<file path="src/rtl/write_buf_pkg.sv">
// Shared types and default sizing for the write buffer controller.
// Optional overflow tracking is enabled with WRITE_BUF_OVF_CHK_EN.
package write_buf_pkg;

  localparam int WB_AW    = 16;
  localparam int WB_DW    = 32;
  localparam int WB_DEPTH = 2;

  typedef enum logic [1:0] {
    WB_EMPTY  = 2'd0,
    WB_ACTIVE = 2'd1,
    WB_FULL   = 2'd2
  } wb_state_t;

endpackage

</file>
<file path="src/rtl/write_buf_ctl_if.sv">
// Client write + RAM write-port bundle for write_buf_ctl.
// wb_ovf exists only when WRITE_BUF_OVF_CHK_EN is defined.
interface write_buf_ctl_if #(
  parameter  int AW    = 16,
  parameter  int DW    = 32,
  parameter  int DEPTH = 2,
  localparam int CW    = $clog2(DEPTH) + 1
);

  logic          we;
  logic [AW-1:0] waddr;
  logic [DW-1:0] wdata;
  logic [CW-1:0] wb_cnt;
  logic          wb_full;
  logic          wb_empty;
  logic          ram_we;
  logic [AW-1:0] ram_addr;
  logic [DW-1:0] ram_wdata;
  logic          ram_ack;
`ifdef WRITE_BUF_OVF_CHK_EN
  logic          wb_ovf;
`endif

`ifdef WRITE_BUF_OVF_CHK_EN
  modport slave (
    input  we, waddr, wdata, ram_ack,
    output wb_cnt, wb_full, wb_empty,
    output ram_we, ram_addr, ram_wdata,
    output wb_ovf
  );

  modport master (
    output we, waddr, wdata, ram_ack,
    input  wb_cnt, wb_full, wb_empty,
    input  ram_we, ram_addr, ram_wdata,
    input  wb_ovf
  );
`else
  modport slave (
    input  we, waddr, wdata, ram_ack,
    output wb_cnt, wb_full, wb_empty,
    output ram_we, ram_addr, ram_wdata
  );

  modport master (
    output we, waddr, wdata, ram_ack,
    input  wb_cnt, wb_full, wb_empty,
    input  ram_we, ram_addr, ram_wdata
  );
`endif

endinterface

</file>
<file path="src/rtl/wb_store.sv">
// DEPTH x W entry array: one synchronous write port,
// asynchronous read at the read index.
module wb_store #(
  parameter  int DEPTH = 2,
  parameter  int W     = 48,
  localparam int PW    = $clog2(DEPTH)
) (
  input  logic          clk_i,
  input  logic          rst_ni,
  input  logic          we_i,
  input  logic [PW-1:0] widx_i,
  input  logic [W-1:0]  wdata_i,
  input  logic [PW-1:0] ridx_i,
  output logic [W-1:0]  rdata_o
);

  logic [W-1:0] mem_q [DEPTH];

  always_ff @(posedge clk_i or negedge rst_ni) begin
    if (!rst_ni) begin
      for (int i = 0; i < DEPTH; i++) begin
        mem_q[i] <= '0;
      end
    end else if (we_i) begin
      mem_q[widx_i] <= wdata_i;
    end
  end

  assign rdata_o = mem_q[ridx_i];

endmodule

</file>
<file path="src/rtl/write_buf_ctl.sv">
// In-order write buffer between client writes and the RAM write port.
// Define WRITE_BUF_OVF_CHK_EN for the sticky wb_ovf flag and its assertion.
module write_buf_ctl
  import write_buf_pkg::*;
#(
  parameter  int AW    = WB_AW,
  parameter  int DW    = WB_DW,
  parameter  int DEPTH = WB_DEPTH,
  localparam int CW    = $clog2(DEPTH) + 1
) (
  input  logic CLK,
  input  logic RST_L,
  write_buf_ctl_if.slave bus
);

  localparam int PW = $clog2(DEPTH);
  localparam logic [CW-1:0] CNT_FULL = CW'(DEPTH);
  localparam logic [CW-1:0] CNT_LAST = CW'(DEPTH - 1);
  localparam logic [CW-1:0] CNT_ONE  = CW'(1);

  wb_state_t     state_q, state_d;
  logic [CW-1:0] cnt_q, cnt_d;
  logic [PW-1:0] wptr_q, wptr_d;
  logic [PW-1:0] rptr_q, rptr_d;

  logic             wb_full;
  logic             wb_empty;
  logic             push;
  logic             pop;
  logic [AW+DW-1:0] head;

  // Flags decode from the count register only.
  assign wb_full  = (cnt_q == CNT_FULL);
  assign wb_empty = (cnt_q == '0);

  assign push = bus.we & ~wb_full;
  assign pop  = ~wb_empty & bus.ram_ack;

  always_ff @(posedge CLK or negedge RST_L) begin
    if (!RST_L) begin
      state_q <= WB_EMPTY;
      cnt_q   <= '0;
      wptr_q  <= '0;
      rptr_q  <= '0;
    end else begin
      state_q <= state_d;
      cnt_q   <= cnt_d;
      wptr_q  <= wptr_d;
      rptr_q  <= rptr_d;
    end
  end

  always_comb begin
    state_d = state_q;
    cnt_d   = cnt_q;
    wptr_d  = wptr_q;
    rptr_d  = rptr_q;

    if (push) begin
      wptr_d = wptr_q + PW'(1);
    end
    if (pop) begin
      rptr_d = rptr_q + PW'(1);
    end

    unique case (state_q)
      WB_EMPTY: begin
        if (push) begin
          cnt_d   = CNT_ONE;
          state_d = WB_ACTIVE;
        end
      end
      WB_ACTIVE: begin
        if (push && !pop) begin
          cnt_d = cnt_q + CNT_ONE;
          if (cnt_q == CNT_LAST) begin
            state_d = WB_FULL;
          end
        end else if (pop && !push) begin
          cnt_d = cnt_q - CNT_ONE;
          if (cnt_q == CNT_ONE) begin
            state_d = WB_EMPTY;
          end
        end
      end
      WB_FULL: begin
        if (pop) begin
          cnt_d   = cnt_q - CNT_ONE;
          state_d = WB_ACTIVE;
        end
      end
      default: begin
        state_d = WB_EMPTY;
      end
    endcase
  end

  wb_store #(
    .DEPTH (DEPTH),
    .W     (AW + DW)
  ) u_store (
    .clk_i   (CLK),
    .rst_ni  (RST_L),
    .we_i    (push),
    .widx_i  (wptr_q),
    .wdata_i ({bus.waddr, bus.wdata}),
    .ridx_i  (rptr_q),
    .rdata_o (head)
  );

  assign bus.wb_cnt    = cnt_q;
  assign bus.wb_full   = wb_full;
  assign bus.wb_empty  = wb_empty;
  assign bus.ram_we    = ~wb_empty;
  assign bus.ram_addr  = head[AW+DW-1:DW];
  assign bus.ram_wdata = head[DW-1:0];

`ifdef WRITE_BUF_OVF_CHK_EN
  logic ovf_q;

  always_ff @(posedge CLK or negedge RST_L) begin
    if (!RST_L) begin
      ovf_q <= 1'b0;
    end else if (bus.we && wb_full) begin
      ovf_q <= 1'b1;
    end
  end

  assign bus.wb_ovf = ovf_q;

  a_no_write_when_full: assert property (
    @(posedge CLK) disable iff (!RST_L)
    !(bus.we && wb_full)
  );
`endif

endmodule

</file>
<file path="src/flat_wrapper.sv">
// flat-port wrapper written by rule: the top's interface ports become plain ports
module write_buf_ctl_flat import write_buf_pkg::*;
#(
  parameter  int AW    = WB_AW,
  parameter  int DW    = WB_DW,
  parameter  int DEPTH = WB_DEPTH,
  localparam int CW    = $clog2(DEPTH) + 1
)
  (CLK, RST_L, bus_we, bus_waddr, bus_wdata, bus_ram_ack, bus_wb_cnt, bus_wb_full, bus_wb_empty, bus_ram_we, bus_ram_addr, bus_ram_wdata);
  write_buf_ctl_if #(.AW(AW), .DW(DW), .DEPTH(DEPTH)) bus_i ();
  input  logic CLK;
  input  logic RST_L;
  input wire logic [$bits(bus_i.we)-1:0] bus_we;
  input wire logic [$bits(bus_i.waddr)-1:0] bus_waddr;
  input wire logic [$bits(bus_i.wdata)-1:0] bus_wdata;
  input wire logic [$bits(bus_i.ram_ack)-1:0] bus_ram_ack;
  output wire logic [$bits(bus_i.wb_cnt)-1:0] bus_wb_cnt;
  output wire logic [$bits(bus_i.wb_full)-1:0] bus_wb_full;
  output wire logic [$bits(bus_i.wb_empty)-1:0] bus_wb_empty;
  output wire logic [$bits(bus_i.ram_we)-1:0] bus_ram_we;
  output wire logic [$bits(bus_i.ram_addr)-1:0] bus_ram_addr;
  output wire logic [$bits(bus_i.ram_wdata)-1:0] bus_ram_wdata;
  assign bus_i.we = bus_we;
  assign bus_i.waddr = bus_waddr;
  assign bus_i.wdata = bus_wdata;
  assign bus_i.ram_ack = bus_ram_ack;
  assign bus_wb_cnt = bus_i.wb_cnt;
  assign bus_wb_full = bus_i.wb_full;
  assign bus_wb_empty = bus_i.wb_empty;
  assign bus_ram_we = bus_i.ram_we;
  assign bus_ram_addr = bus_i.ram_addr;
  assign bus_ram_wdata = bus_i.ram_wdata;
  write_buf_ctl #(.AW(AW), .DW(DW), .DEPTH(DEPTH)) u_core (.CLK(CLK), .RST_L(RST_L), .bus(bus_i));
endmodule
</file>
<file path="config.mk">
export PLATFORM = sky130hd
export DESIGN_NAME = write_buf_ctl_flat
export DESIGN_NICKNAME = d
export VERILOG_FILES = /design/src/rtl/write_buf_pkg.sv /design/src/rtl/write_buf_ctl_if.sv /design/src/rtl/wb_store.sv /design/src/rtl/write_buf_ctl.sv /design/src/flat_wrapper.sv
export SDC_FILE = /design/constraint.sdc
export NUM_CORES = 1
export LEC_CHECK = 0
export ABC_AREA = 1
export CORE_MARGIN = 5
export CORE_UTILIZATION = 43
export DETAILED_ROUTE_END_ITERATION = 8
export PLACE_DENSITY = 0.81
export SYNTH_ARGS = -nofsm -noshare
export SYNTH_HDL_FRONTEND = slang
export SYNTH_SLANG_ARGS = --single-unit
</file>
<file path="constraint.sdc">
create_clock -name CLK -period 3.8 [get_ports CLK]
set_input_delay 0.76 -clock CLK [delete_from_list [all_inputs] [get_ports CLK]]
set_output_delay 0.76 -clock CLK [all_outputs]
set_load 0.01 [all_outputs]
</file>
==> results of run 1 <==
==> flip-flops by register name, indices dropped and copies added, names as in the netlist <==
name	flops
u_core.u_store.mem_q	96
u_core.bus.wb_cnt	2
u_core.state_q	2
u_core.rptr_q	1
u_core.wptr_q	1
==> power by group <==
part,switching (mW),internal (mW),total [mW]
Sequential,0.285,1.60,1.88
Clock,0.377,0.333,0.711
Combinational,1.26,1.12,2.39
==> per-layer routing <==
layer,GRT usage,vias to the layer above,share of wire
li1,-,1926,-
met2,0.257,129,0.45
met3,0.0345,5,0.075
met4,0.0385,0,0.0044
met1,0.232,1779,0.47
met5,0,-,0
==> final cells by class <==
type | count | area [um^2]
clock buffers | 10 | 138
repair buffers | 107 | 1060
fillers | 919 | 4550
clock inverters | 6 | 75.1
inverters | 62 | 233
well taps | 136 | 170
flip-flops and latches | 102 | 2550
multi-input cells | 378 | 1630
==> logic make-up (layout without fill, tap and decap cells) <==
| logic type | Yosys count | count (layout) | synth area share |
|---|---|---|---|
| buffers and inverters | 93 | 185 | 0.0933 |
| xor gates and xnor gates | 1 | 1 | 0.00190 |
| AOI/OAI and AO/OA | 104 | 104 | 0.113 |
| DFF | 102 | 102 | 0.553 |
| adders and majority gates | 7 | 7 | 0.0190 |
| and+or+nand+nor | 266 | 266 | 0.219 |
==> stage by stage <==
step                setup slack, ns   util  instance area, um^2
finish                        0.845  0.563                 5860
global route                  0.672  0.563                 5860
CTS                           0.797  0.563                 5860
detailed placement             1.19  0.543                 5650
global placement               1.24  0.543                 5650
floorplan                      2.05      -                 4610
==> synth_stat cells <==
library cell  instances  area share
or2_1                 1      0.0014
buf_2                 6      0.0065
dfrtp_1             102        0.55
o21ai_0              62       0.067
a21oi_1               3      0.0033
xor2_1                1      0.0019
nor2_1                3      0.0024
ha_1                  7       0.019
inv_1                62       0.050
buf_4                 1      0.0016
o21ai_1              39       0.042
clkbuf_2              2      0.0022
nand3_1               4      0.0043
nand2_2               1      0.0014
nand3b_1              1      0.0016
clkbuf_1             13       0.011
buf_6                 9       0.022
nand2_1             256        0.21
==> critical path: cells and delay by family (launching register included) <==
| kind | cells | cell delay, ns |
|---|---|---|
| simple gates | 2 | 0.26 |
| flops | 1 | 0.41 |
| buf+inv | 2 | 1.18 |
==> worst paths after layout <==
| path | to | slack [ns] |
|---|---|---|
| min reg2reg | u_core.u_store.mem_q[40]$_DFFE_PN0P_ | 0.49 |
| min | u_core.u_store.mem_q[40]$_DFFE_PN0P_ | 0.49 |
| max reg2reg | u_core.u_store.mem_q[48]$_DFFE_PN0P_ | 1.72 |
| max in group asynchronous | u_core.u_store.mem_q[42]$_DFFE_PN0P_ | 2.37 |
| min in group asynchronous | u_core.u_store.mem_q[61]$_DFFE_PN0P_ | 0.59 |
| max | bus_ram_wdata[18] | 0.84 |
==> reports/qor.yml, run 1 <==
tns_ns: 0
vias: 3839
fin_hold_ws_ns: 0.490
rsz0062_at_grt: "false"
crit_fanout: 49
ys_seq_elements: 102
ys_seq_area_frac: 0.553
hold_class: "reg -> reg"
max_freq_ghz: 0.338
crit_path_max_incr_delay_ns: 0.64
power.density_mw_per_mm2: 849
status: "completed"
initial_core_util: 0.443
routedWlPerCell_um: 12.8
rows: 37
place.gp.congestion: 0.769
clk_path_buf_depth: 2
antenna_found_initial: 0
fin_nets: 719
area_delta_synth_final_pct: 27.2
worst_pin_slew_ns: 1.06
cts_tree: "built"
ys.warnings.count: 0
syn_inst: 573
dieArea_mm2: 0.0129
cp-startpoint: "u_core.rptr_q$_DFFE_PN0P_"
min-delay-start: "u_core.u_store.mem_q[40]$_DFFE_PN0P_"
dp_cells: 785
grt_max_degree: 98
cts_resized: 0
power.total_mw: 4.98
coreArea_mm2: 0.0104
clock-sinks: 102
setup.worst_path.start_class: "register"
htreeDepth: 3
synthDistinctLibCells: 18
slowest_stage: "inv_2"
drtPass1Iterations: 6
clk_pin_slew_ns: 0.10
crit_type: "reg -> out"
critPathRequiredTime_ns: 3.04
cpMostUsedCell: "nand2_1"
num_antenna_cells: 0
reg2reg_depth: 6
cts_made_buffers: 9
drc: 0
min_period_ns: 2.96
final_cells: 801
cts-root-buf: "clkbuf_8"
slew_headroom: 0.293
final_cell_mix: "nand2_1, clkdlybuf4s50_1, dfrtp_1, o21ai_0, inv_1"
setup_viol: 0
postSynthAreaPerCell_um2: 8.05
holdBufCountCts: 0
hold_viol: 0
io_buffers: 104
io-pin-count: 105
layout_commonest_cell: "nand2_1"
final_max_slew_viol_count: 0
die_x_um: 114
totalWireLength_um: 10300
dp_hpwl_um: 6880
track_usage: 0.163
synthesis.nets: 632
maxCapViolations: 0
crit_chain: "inv_2 > nand2_1 > nand2_1 > clkdlybuf4s50_1"
fp.dieH_um: 114
grt_pass1_wl_um: 17500
p_leak_nw: 2.99
drive_gt1_frac: 0.0376
drt_iter0_markers: 236
crit_path_end_kind: "output pin"
ant_nets: 0
grt_pass1_vias: 3685
cp_data_arrival_time_ns: 2.20
rr_startpoint: "u_core.bus.wb_cnt[0]$_DFFE_PN0P_"
synth_area_mm2: 0.00461
min_path_cells: 2
clock_latency_ns: 0.35
via_per_inst: 4.79
ir_drop_uv: 551
skew_ns: 0.0106
cts_setup_buffers: 0
period_share: 0.778
grt_overflow: 0
Note: power is estimated with default switching activity, not from simulation.
==> inputs of run 2 (changes only) <==
Clock period 3.8 ns to 2.85 ns, I/O delays scaled along.
==> run 2 against run 1 <==
Global-route usage is 0.25 points higher. Clock power is 19% higher. Routed wire length is 1.3% higher. Combinational power is 35% higher. Sequential power is 34% higher. Largest cell class unchanged. Highest routed layer unchanged.
==> reports/qor.yml, run 2 (synthesis results as in run 1) <==
clock-sinks: 102
routedWlPerCell_um: 13.0
crit_fanout: 48
tns_ns: 0
num_antenna_cells: 0
hold_class: "in -> async"
final_cell_mix: "nand2_1, clkdlybuf4s50_1, dfrtp_1, o21ai_0, inv_1"
hold_viol: 0
max_freq_ghz: 0.387
largest-register: "u_core.u_store.mem_q"
maxCapViolations: 0
final_cells: 803
via_per_inst: 4.78
vias: 3841
grt_pass1_vias: 3749
holdBufCountCts: 0
fin_nets: 721
place.gp.congestion: 0.792
p_leak_nw: 2.99
crit_path_end_kind: "output pin"
rows: 37
io-pin-count: 105
largest_register_ffs: 96
cts_resized: 0
antenna_found_initial: 0
layout_commonest_cell: "nand2_1"
cts-root-buf: "clkbuf_8"
drtPass1Iterations: 5
dp_hpwl_um: 6990
io_buffers: 104
cp_data_arrival_time_ns: 2.01
setup_viol: 0
fin_util: 0.564
fp.dieH_um: 114
design_area_mm2: 0.00587
area_delta_synth_final_pct: 27.3
place_area_mm2: 0.00569
slew_headroom: 0.356
grt_overflow: 0
clk_pin_slew_ns: 0.10
cts_made_buffers: 9
clock_latency_ns: 0.36
coreArea_mm2: 0.0104
skew_ns: 0.00776
setup.worst_path.start_class: "register"
final_max_slew_viol_count: 0
critPathRequiredTime_ns: 2.28
rsz0062_at_grt: "false"
cts_setup_buffers: 0
ant_nets: 0
min_period_ns: 2.58
die_x_um: 114
dp_cells: 787
worst_pin_slew_ns: 0.967
track_usage: 0.166
period_share: 0.906
initial_core_util: 0.443
drive_gt1_frac: 0.0405
status: "completed"
htreeDepth: 3
power.density_mw_per_mm2: 1120
totalWireLength_um: 10400
dieArea_mm2: 0.0129
crit_type: "reg -> out"
ir_drop_uv: 713
cts_tree: "built"
grt_pass1_wl_um: 17700
grt_max_degree: 98
drt_iter0_markers: 345
drc: 0
clk_path_buf_depth: 2
-- run 2: changes by cell type in the layout (fill, tap and decap cells not counted) --
cell,previous run,this run
buf_12,0,2
bufinv_16,1,0
clkbuf_8,10,9
clkinv_2,0,1
clkinv_4,1,0
clkinvlp_4,1,2
inv_6,2,4
inv_8,1,0
-- run 2: worst max-delay path, cell delays in order, from the launching register on --
cell	delay [ns]
dfrtp_2	0.38
buf_4	0.47
nand2_1	0.12
nand2_1	0.13
clkdlybuf4s50_1	0.56
-- run 2: power breakdown --
group	internal (mW)	switching [mW]
combinational	1.53	1.71
sequential	2.13	0.382
clock	0.329	0.515
-- run 2: metal layers --
| layer | GRT usage | vias to the layer above | routed length (um) | share of wire |
|---|---|---|---|---|
| met5 | 0 | - | 0 | 0 |
| met4 | 0.0409 | 0 | 72 | 0.0069 |
| met3 | 0.0419 | 8 | 745 | 0.072 |
| met2 | 0.260 | 124 | 4820 | 0.46 |
| met1 | 0.231 | 1779 | 4780 | 0.46 |
| li1 | - | 1930 | - | - |
-- run 2: layout make-up --
| cell class | instances | area (um^2) |
|---|---|---|
| Timing Repair Buffer | 109 | 1100 |
| Clock buffer | 9 | 124 |
| Multi-Input combinational cell | 378 | 1630 |
| Clock inverter | 7 | 55.1 |
| Tap cell | 136 | 170 |
| Sequential cell | 102 | 2550 |
| Inverter | 62 | 233 |
| Fill cell | 937 | 4550 |
-- run 2: metrics by stage --
stage,power [mW],hold WS [ns],setup WS [ns]
3_5_place_dp,5.79,0.474,0.565
4_1_cts,6.65,0.230,0.226
6_report,6.59,0.224,0.267
2_1_floorplan,4.29,0.274,1.15
3_3_place_gp,5.66,0.466,0.592
5_1_grt,7.16,0.265,0.115
-- run 2: worst paths after layout --
path | slack, ns | to | start | cells past startpoint
max | 0.27 | bus_ram_addr[6] | u_core.rptr_q$_DFFE_PN0P_ | 4
max in group asynchronous | 1.91 | u_core.u_store.mem_q[62]$_DFFE_PN0P_ | RST_L | 2
min | 0.22 | u_core.u_store.mem_q[54]$_DFFE_PN0P_ | RST_L | 1
min in group CLK | 0.50 | u_core.u_store.mem_q[57]$_DFFE_PN0P_ | u_core.u_store.mem_q[57]$_DFFE_PN0P_ | 2
max reg2reg | 0.82 | u_core.u_store.mem_q[56]$_DFFE_PN0P_ | u_core.bus.wb_cnt[0]$_DFFE_PN0P_ | 6
min reg2reg | 0.50 | u_core.u_store.mem_q[57]$_DFFE_PN0P_ | u_core.u_store.mem_q[57]$_DFFE_PN0P_ | 2
==> inputs of run 3 (changes only) <==
Clock period 2.85 ns to 2.9 ns, I/O delays scaled along.
==> run 3 against run 2 <==
Die area unchanged. Largest cell class unchanged. Clock skew up 0.0088 ns. Sequential share of layout area is 0.49 points lower.
==> reports/qor.yml, run 3 (synthesis results as in run 1) <==
fin_nets: 723
fp.dieH_um: 114
status: "completed"
hold_viol: 0
num_antenna_cells: 0
largest_register_ffs: 96
io-pin-count: 105
via_per_inst: 4.83
layout_commonest_cell: "nand2_1"
min_period_ns: 2.64
rsz0062_at_grt: "false"
largest-register: "u_core.u_store.mem_q"
drive_gt1_frac: 0.0419
vias: 3891
coreArea_mm2: 0.0104
clk_path_buf_depth: 2
power.density_mw_per_mm2: 1130
crit_type: "reg -> out"
setup.worst_path.start_class: "register"
worst_slack_ns: 0.257
final_cell_mix: "nand2_1, clkdlybuf4s50_1, dfrtp_1, o21ai_0, inv_1"
initial_core_util: 0.443
maxCapViolations: 0
p_leak_nw: 3.02
period_share: 0.911
totalWireLength_um: 10700
cts_made_buffers: 9
crit_fanout: 37
drtPass1Iterations: 4
clock-sinks: 102
grt_pass1_wl_um: 17900
cts-root-buf: "clkbuf_8"
io_buffers: 104
power.total_mw: 6.72
grt_pass1_vias: 3885
tns_ns: 0
antenna_found_initial: 0
rows: 37
critPathRequiredTime_ns: 2.32
cts_resized: 0
ant_nets: 0
hold_class: "in -> async"
setup_viol: 0
final_max_slew_viol_count: 0
holdBufCountCts: 0
dpl_worst_slack_ns: 0.604
htreeDepth: 3
cts_setup_buffers: 0
drt_iter0_markers: 291
grt_max_degree: 98
grt_overflow: 0
area_delta_synth_final_pct: 28.7
drc: 0
place.gp.congestion: 0.793
ir_drop_uv: 698
worst_pin_slew_ns: 0.981
dieArea_mm2: 0.0129
cts_tree: "built"
slew_headroom: 0.346
track_usage: 0.167
clk_pin_slew_ns: 0.09
crit_path_end_kind: "output pin"
dp_hpwl_um: 7260
routedWlPerCell_um: 13.3
die_x_um: 114
max_freq_ghz: 0.378
cp_data_arrival_time_ns: 2.06
skew_ns: 0.0166
clock_latency_ns: 0.35
-- run 3: cell count changes in the layout (fill, tap and decap cells not counted) --
cell,delta
buf_4,+3
bufinv_16,+3
inv_6,-2
buf_12,-1
clkbuf_1,+1
clkinv_2,-1
clkinvlp_4,-1
-- run 3: layout make-up --
class / count / area [um^2]
Clock inverter: 6 / 115
Tap cell: 136 / 170
Fill cell: 947 / 4480
Timing Repair Buffer: 111 / 1100
Clock buffer: 10 / 128
Inverter: 62 / 233
Multi-Input combinational cell: 378 / 1630
Sequential cell: 102 / 2550
-- run 3: worst paths after layout --
path	startpoint	to	slack, ns	depth (start not counted)
max in group asynchronous	RST_L	u_core.u_store.mem_q[50]$_DFFE_PN0P_	1.82	2
hold reg to reg	u_core.u_store.mem_q[39]$_DFFE_PN0P_	u_core.u_store.mem_q[39]$_DFFE_PN0P_	0.49	2
min in group CLK	u_core.u_store.mem_q[39]$_DFFE_PN0P_	u_core.u_store.mem_q[39]$_DFFE_PN0P_	0.49	2
hold / removal	RST_L	u_core.u_store.mem_q[53]$_DFFE_PN0P_	0.27	1
setup / recovery	u_core.rptr_q$_DFFE_PN0P_	bus_ram_wdata[0]	0.26	4
setup reg to reg	u_core.bus.wb_cnt[0]$_DFFE_PN0P_	u_core.u_store.mem_q[55]$_DFFE_PN0P_	0.79	6
-- run 3: critical path: stages, from the launching register on --
cell and delay, ns:
dfrtp_2 0.51, buf_4 0.45, nand2_1 0.09, nand2_1 0.12
clkdlybuf4s50_1 0.54
-- run 3: per-layer routing --
layer,GRT usage,wire [um],up-vias,part of all wire
met5,0,0,-,0
li1,-,-,1934,-
met2,0.274,5050,107,0.47
met4,0.0449,76,0,0.0071
met3,0.0308,597,8,0.056
met1,0.230,4980,1842,0.47
-- run 3: metrics by stage --
step           area, um^2  utilization  hold slack, ns  std cells
3_5_place_dp         5690        0.547           0.473        789
5_1_grt              5940        0.570           0.328        805
2_1_floorplan        4610            -           0.284        573
3_3_place_gp         5690        0.547           0.466        789
6_report             5940        0.570           0.267        805
4_1_cts              5940        0.570           0.290        805
-- run 3: where the power goes --
| part | switching (mW) | leakage (nW) | internal (mW) |
|---|---|---|---|
| clock | 0.484 | 0.117 | 0.580 |
| sequential | 0.394 | 1.26 | 2.09 |
| combinational | 1.66 | 1.64 | 1.51 |
